`src/rtl/aes_ctrl_pkg.sv`:
```
// +--------------------------------------------------------------------+
// | aes_ctrl_pkg: shared types and defaults for the AES job scheduler  |
// | Rev 1.0                                                            |
// +--------------------------------------------------------------------+
`default_nettype none

package aes_ctrl_pkg;

    localparam int DEFAULT_NUM_ROUNDS = 10;

    typedef logic rid_t;

    typedef enum logic [2:0] {
        IDLE    = 3'd0,
        LOAD    = 3'd1,
        ROUND   = 3'd2,
        CAPTURE = 3'd3,
        RESP    = 3'd4
    } state_e;

endpackage

`default_nettype wire

```
`src/rtl/rr_arbiter2.sv`:
```
// +--------------------------------------------------------------------+
// | rr_arbiter2: two-way round-robin arbiter with last-grant history   |
// | Rev 1.0                                                            |
// +--------------------------------------------------------------------+
`default_nettype none

module rr_arbiter2
    import aes_ctrl_pkg::*;
(
    input  logic       clk,
    input  logic       rst,
    input  logic [1:0] req,
    input  logic       update,
    output rid_t       grant,
    output logic       grant_valid
);

    rid_t r_last_grant;

    always_comb begin
        grant       = ~r_last_grant;
        grant_valid = |req;
        case (req)
            2'b01:   grant = 1'b0;
            2'b10:   grant = 1'b1;
            default: grant = ~r_last_grant;
        endcase
    end

    // Reset to 1 so that requester 0 wins the very first tie.
    always_ff @(posedge clk or posedge rst) begin
        if (rst) begin
            r_last_grant <= 1'b1;
        end else if (update) begin
            r_last_grant <= grant;
        end
    end

endmodule

`default_nettype wire

```
`src/rtl/aes_job_scheduler.sv`:
```
// +--------------------------------------------------------------------+
// | aes_job_scheduler: two-requester front end for the AES round engine|
// | Rev 1.0                                                            |
// +--------------------------------------------------------------------+
`default_nettype none

module aes_job_scheduler
    import aes_ctrl_pkg::*;
#(
    parameter int NUM_ROUNDS = DEFAULT_NUM_ROUNDS,
    parameter int RIDX_W     = $clog2(NUM_ROUNDS)
) (
    input  logic              clk,
    input  logic              rst,
    input  logic              flush,
    input  logic [1:0]        req_valid,
    output logic [1:0]        req_ready,
    input  logic [1:0][7:0]   req_data,
    input  logic [1:0][7:0]   req_key,
    output logic [1:0]        resp_valid,
    input  logic [1:0]        resp_ready,
    output logic [7:0]        resp_data,
    output logic              eng_load,
    output logic [7:0]        eng_data,
    output logic [7:0]        eng_key,
    output logic              eng_step,
    output logic [RIDX_W-1:0] eng_round_idx,
    input  logic [7:0]        eng_result,
    output logic              busy
);

    localparam logic [RIDX_W-1:0] C_LAST_IDX = RIDX_W'(NUM_ROUNDS - 1);

    state_e            r_state;
    state_e            w_next;
    logic [RIDX_W-1:0] r_idx;
    logic [7:0]        r_data;
    logic [7:0]        r_key;
    logic [7:0]        r_resp;
    rid_t              r_gid;
    rid_t              w_grant;
    logic              w_grant_valid;
    logic              w_accept;

    rr_arbiter2 u_arb (
        .clk         (clk),
        .rst         (rst),
        .req         (req_valid),
        .update      (w_accept),
        .grant       (w_grant),
        .grant_valid (w_grant_valid)
    );

    assign w_accept = |(req_valid & req_ready);

    always_ff @(posedge clk or posedge rst) begin
        if (rst) begin
            r_state <= IDLE;
        end else begin
            r_state <= w_next;
        end
    end

    always_comb begin
        w_next     = r_state;
        req_ready  = '0;
        resp_valid = '0;
        eng_load   = 1'b0;
        eng_step   = 1'b0;
        busy       = (r_state != IDLE);
        case (r_state)
            IDLE: begin
                // rst gating keeps ready low for the whole reset window.
                if (w_grant_valid && !flush && !rst) begin
                    req_ready[w_grant] = 1'b1;
                    w_next             = LOAD;
                end
            end
            LOAD: begin
                eng_load = 1'b1;
                w_next   = ROUND;
            end
            ROUND: begin
                eng_step = 1'b1;
                if (r_idx == C_LAST_IDX) begin
                    w_next = CAPTURE;
                end
            end
            CAPTURE: begin
                w_next = RESP;
            end
            RESP: begin
                resp_valid[r_gid] = 1'b1;
                if (resp_ready[r_gid]) begin
                    w_next = IDLE;
                end
            end
            default: begin
                w_next = IDLE;
            end
        endcase
        if (flush && (r_state != IDLE)) begin
            w_next = IDLE;
        end
    end

    always_ff @(posedge clk or posedge rst) begin
        if (rst) begin
            r_idx  <= '0;
            r_data <= '0;
            r_key  <= '0;
            r_resp <= '0;
            r_gid  <= 1'b0;
        end else begin
            if (w_accept) begin
                r_data <= req_data[w_grant];
                r_key  <= req_key[w_grant];
                r_gid  <= w_grant;
            end
            // Index only survives while staying in ROUND; any exit clears it.
            r_idx <= ((r_state == ROUND) && (w_next == ROUND)) ? r_idx + 1'b1 : '0;
            if ((r_state == CAPTURE) && !flush) begin
                r_resp <= eng_result;
            end
        end
    end

    assign eng_data      = r_data;
    assign eng_key       = r_key;
    assign eng_round_idx = r_idx;
    assign resp_data     = r_resp;

endmodule

`default_nettype wire

```
`config.mk`:
```
export PLATFORM = sky130hd
export DESIGN_NAME = aes_job_scheduler
export DESIGN_NICKNAME = d
export VERILOG_FILES = /design/src/rtl/aes_ctrl_pkg.sv /design/src/rtl/rr_arbiter2.sv /design/src/rtl/aes_job_scheduler.sv
export SDC_FILE = /design/constraint.sdc
export NUM_CORES = 1
export LEC_CHECK = 0
export ABC_AREA = 1
export CORE_MARGIN = 10
export CORE_UTILIZATION = 40
export DETAILED_ROUTE_END_ITERATION = 10
export PLACE_DENSITY = 0.86
export SETUP_SLACK_MARGIN = 0.2
export SLEW_MARGIN = 15
export SYNTH_ARGS = -nofsm -noshare
export SYNTH_HDL_FRONTEND = slang
export SYNTH_SLANG_ARGS = --single-unit
```
`constraint.sdc`:
```
create_clock -name clk -period 2.9 [get_ports clk]
set_input_delay 0.58 -clock clk [delete_from_list [all_inputs] [get_ports clk]]
set_output_delay 0.58 -clock clk [all_outputs]
set_load 0.02 [all_outputs]
```
# Yosys cells after proc, flatten, opt, wreduce, memory -nomap -nowiden
# Index checks and enable logic that the tools add are counted.
# totals
regBits	33
mem_bits_ro	0
ram_bits	0
out_inout_bits	35
word_cells	57
latch_bits	0
inputBits	47
memories	0
# op_classes
addsub	1
n_reduce_logical	13
n_shift	0
magnitude_cmp	4
eq_ne	8
bitwise_logic	2
mul	0
muxes	22
n_div	0
# ops
cell	count
two-way mux 8 bit	4
case mux 3 bit (5 select lines)	1
two-way mux 3 bit	4
equality test 3 x 2 -> 1 bit, second input constant	3
logical AND 1 bit	7
two-way mux 1 bit	6
two-way mux 2 bit	3
adder 4 x 1 -> 4 bit, second input constant	1
equality test 4 bit, second input constant	1
< comparator 1 x 2 -> 1 bit, second input constant	2
two-way mux 4 bit	1
OR reduction 2 bit	2
equality test 3 x 1 -> 1 bit, second input constant	1
equality test 3 bit, second input constant	1
zero test 3 bit	1
nonzero test 3 bit	1
AND 2 bit	1
demux 1 bit (select 1 bit)	2
equality test 2 x 1 -> 1 bit, second input constant	1
equality test 2 bit, second input constant	1
>= comparator 1 bit, second input constant	2
zero test 1 bit	2
case mux 1 bit (2 select lines)	1
inverter 1 bit	1

# Depth between registers and ports, before layout
# Gate-level depths: netlist of run 1.
# depth
word_depth	10
mapped_depth	10
ltp_nobuf	9

# Modules after synthesis
# A second synthesis of run 1 with hierarchy kept.
# unflattened
cells_unflattened	235
area_unflattened_um2	1750.4
# modules_own_cells
mod	cells_each	seq_area_each_um2	instances	area_each_um2
aes_job_scheduler	219	800.8	1	1646.6
rr_arbiter2	16	26.3	1	103.8

# Worst setup path after synthesis of run 1
# OpenSTA, ideal clock, no wires.
# synth_path
path_kind	in2out
start	input port rst
end	output port req_ready[0]
setup_slack_ps	431
cell_stages	3
t_arrival_ps	1889
path_cell_list	inv_1 nand4_1 nor2_1
# synth_between
elab_chain_cells	4
# synth_rtl
element	line_no	rtl
start: declaration	aes_job_scheduler.sv:14	input logic rst,
zero test 1 bit (no line)	--	
logical AND 1 bit	aes_job_scheduler.sv:74	if (w_grant_valid && !flush && !rst) begin
two-way mux 2 bit	aes_job_scheduler.sv:74	
two-way mux 2 bit	aes_job_scheduler.sv:71	case (r_state)
end: declaration	aes_job_scheduler.sv:17	output logic [1:0] req_ready,
# No other way between the ends.

# Worst setup path after layout of run 1
# layout_path
start	input port req_valid[0]
end	output port req_ready[1]
# layout_between
elab_chain_cells	8
elab_cells_between_ends	13
cone_classes	2 x order compare; 2 x eq/ne; 5 x mux; 4 x reduce/logical
# layout_rtl
element	line_no	rtl
start: declaration	aes_job_scheduler.sv:16	input logic [1:0] req_valid,
equality test 2 bit or equality test 2 x 1 -> 1 bit (tied branches)	rr_arbiter2.sv:23	case (req)
case mux 1 bit (2 select lines)	rr_arbiter2.sv:23	
< comparator 1 x 2 -> 1 bit (not written as such) or >= comparator 1 bit (tied branches)	aes_job_scheduler.sv:75	req_ready[w_grant] = 1'b1;
logical AND 1 bit (not written as such)	aes_job_scheduler.sv:75	
two-way mux 1 bit (not written as such)	aes_job_scheduler.sv:75	
demux 1 bit (select 1 bit)	aes_job_scheduler.sv:75	
two-way mux 2 bit *	aes_job_scheduler.sv:74	
two-way mux 2 bit *	aes_job_scheduler.sv:71	
# Mark *: on every way between the ends. The rest lies on a longest branch, timed or not.

==> results.tsv, run 1 <==
metric	value	unit
Leak	0.001358	uW
Fin. Hold Viols	0	
Synth top area share	46.18	%
H-tree lvl count	2	
Synth area leaders	dfrtp_1, nand2_1, nand3_1, ha_1, inv_1	
Iter 0 DRT Violations	86	
period utilization	87.99	%
DRC viols	0	
area grow syn2layout	56.71	%
status	completed	
worst-case vdd ir drop	0.3964	mV
clock latency on the worst-skew pair	280	ps
max-cap violations	0	
die area	7369	um2
post-CTS setup buffers	0	
final period demand of the worst path	2552	ps
top cell type by total area after synthesis	dfrtp_1	
Starting Density	42.44	%
IO buf count	81	
Final nets	363	
post-synthesis cell type count	26	
max incr delay on CP	480	ps
Setup-failing EPs final	0	
CTS tree	yes	
post-DP HPWL	3.803	mm
Post-Syn Area per Cell	7.812	um2
I/O pins	82	
Fin Clk Skew	11.30	ps
Synth Net Count	273	
total grt overflow	0	
pin count of the biggest net entering global routing	35	
Ys Warns	0	
drt total wl	4.821	mm
GR Util All Layers	13.58	%
fmax	391.9	MHz
Longest Clk Path Bufs	2	
worst-path cell chain	clkdlybuf4s50_1, inv_1, ha_1, o21ai_4, inv_4, nor2_1, buf_2	
number of synthesized flops with an enable pin	0	
Die Width	85.85	um
kind of critical path	input port to primary output	
RSZ-0062 raised after global routing	no	
r2r setup slk	1260	ps
most frequent cells in the layout	nand2_1, clkdlybuf4s50_1, dfrtp_1, nand3_1, inv_1	
Core Box Area	4086	um2
DR vias	1684	
Crit path max-delay family	buffers and inverters	
Pwr Total	2310	uW
most common cell after layout, fill and taps aside	nand2_1	
Syn Inst Count	222	
vias in the first global route	1691	
mean routed wirelength per cell	13.28	um
relative slew slack	72.11	%
clock-pin transition on the worst setup and hold timing paths	70	ps
clk sink count	33	
Final Max Tran Viols	0	
Routed Antenna Nets	0	
WP buf/inv	4	
share of cells above drive strength 1	8.946	%
Num CTS Buffers	5	
first-pass GRT wire length	8.314	mm
row count	23	
initial antenna violation count	0	
drt pass-1 iters	4	
arrival time at the worst endpoint	1970	ps
Worst setup SP type	input port	
WP data required	2320	ps
post-synthesis register bit count	33	
Mapped Area	1734	um2
Die H	85.85	um
ys flop type	dfrtp_1	
CP max FO	4	
Setup TNS	0	ps
Crit-path slowest cell	clkdlybuf4s50_1	
worst hold path type	register to register	
clock root cell	clkbuf_8	
Crit. End Element	primary output	
async set or reset register ratio after synthesis	100.0	%
worst slew pin tran	418.3	ps
vias per cell	4.639	
Power per Cell Area	850.0	nW/um2
RD Place Congestion	0.7447	
number of inserted diodes	0	
Seq/Total Area, Yosys	47.69	%
==> registers in the layout (all words and copies together) (netlist names) <==
name	cells
r_gid	1
eng_data	8
eng_key	8
r_state	3
u_arb.r_last_grant	1
eng_round_idx	4
resp_data	8
==> Yosys cell counts (2+ instances only) <==
| library cell | instances |
|---|---|
| nor2_1 | 11 |
| inv_1 | 13 |
| ha_1 | 4 |
| nor3_1 | 3 |
| buf_2 | 3 |
| nand3_1 | 25 |
| nand3_4 | 2 |
| nand2_4 | 2 |
| dfrtp_1 | 32 |
| nand2_1 | 111 |
==> path summary, 6_finish.rpt <==
kind                                           startpoint                             end  cells after the start
min in group asynchronous                             rst        resp_data[4]$_DFFE_PP0P_                      3
setup reg to reg           u_arb.r_last_grant$_DFFE_PP1P_          eng_key[5]$_DFFE_PP0P_                      7
hold / removal                   resp_data[7]$_DFFE_PP0P_        resp_data[7]$_DFFE_PP0P_                      2
max in group asynchronous                             rst  u_arb.r_last_grant$_DFFE_PP1P_                      3
hold reg to reg                  resp_data[7]$_DFFE_PP0P_        resp_data[7]$_DFFE_PP0P_                      2
setup / recovery                             req_valid[0]                    req_ready[1]                      7
==> what timing repair did <==
item | 4_1_cts | 5_1_grt
setup endpoints to repair | 2 | 2
gates resized for setup | 5 | 2
hold endpoints to repair | 0 | 0
gates cloned | 0 | 0
hold buffers | 0 | 0
pin swaps | 0 | 1
==> final cells by class <==
| class | instances | area (um2) |
|---|---|---|
| clock buffers | 7 | 96.34 |
| clock inverters | 1 | 5.005 |
| fillers | 377 | 1369 |
| inverters | 16 | 62.56 |
| multi-input cells | 168 | 810.8 |
| flip-flops and latches | 33 | 827.0 |
| well taps | 50 | 62.56 |
| repair buffers | 88 | 853.3 |
==> worst min-delay path: stages, from the launching register on <==
cell and delay, ps:
dfrtp_1 350, nand2_1 50, nand2_1 40
==> where the power goes <==
group	internal (uW)	switching, uW	leakage [uW]
clock network	214	156	0.0000542
registers	655	121	0.000426
logic	540	624	0.000878
total	1410	901	0.00136
==> routing by layer <==
layer / vias to the layer above / part of all wire (%) / global-route usage (%)
met5: - / 0 / 0
met4: 0 / 0.83 / 3.144
met3: 6 / 9.8 / 5.960
met2: 58 / 48 / 22.41
met1: 746 / 42 / 15.80
li1: 874 / - / -
==> cells by family (layout without fill, tap and decap cells) <==
logic type,count (synthesis),in the layout,share of synthesized area (%)
buffers and inverters,21,112,5.555
xor gates and xnor gates,2,2,1.010
AOI/OAI and AO/OA,3,3,1.588
and+or+nand+nor,159,159,41.27
DFF,33,33,47.69
adders and majority gates,4,4,2.886
==> metrics by stage <==
stage	cell area [um2]	utilization [%]	hold WS (ps)	instances	setup WS [ps]
after global placement	2626	64.27	453.7	355	-81.63
after detailed placement	2626	64.27	457.4	355	-96.77
after global routing	2718	66.50	499.5	363	226.6
after CTS	2729	66.78	475.4	363	217.1
after floorplan	1734	-	463.3	222	430.8
final	2718	66.50	472.3	363	348.2
Power figures use the tool's default switching activity.
==> inputs of run 2 (changes only) <==
--- a/config.mk
+++ b/config.mk
@@ -11,7 +11,7 @@
 export DETAILED_ROUTE_END_ITERATION = 10
 export PLACE_DENSITY = 0.86
 export SETUP_SLACK_MARGIN = 0.2
-export SLEW_MARGIN = 15
+export SLEW_MARGIN = 25
 export SYNTH_ARGS = -nofsm -noshare
 export SYNTH_HDL_FRONTEND = slang
 export SYNTH_SLANG_ARGS = --single-unit
==> results of run 2 <==
No change in the layout: final DEF, timing and power equal those of run 1.
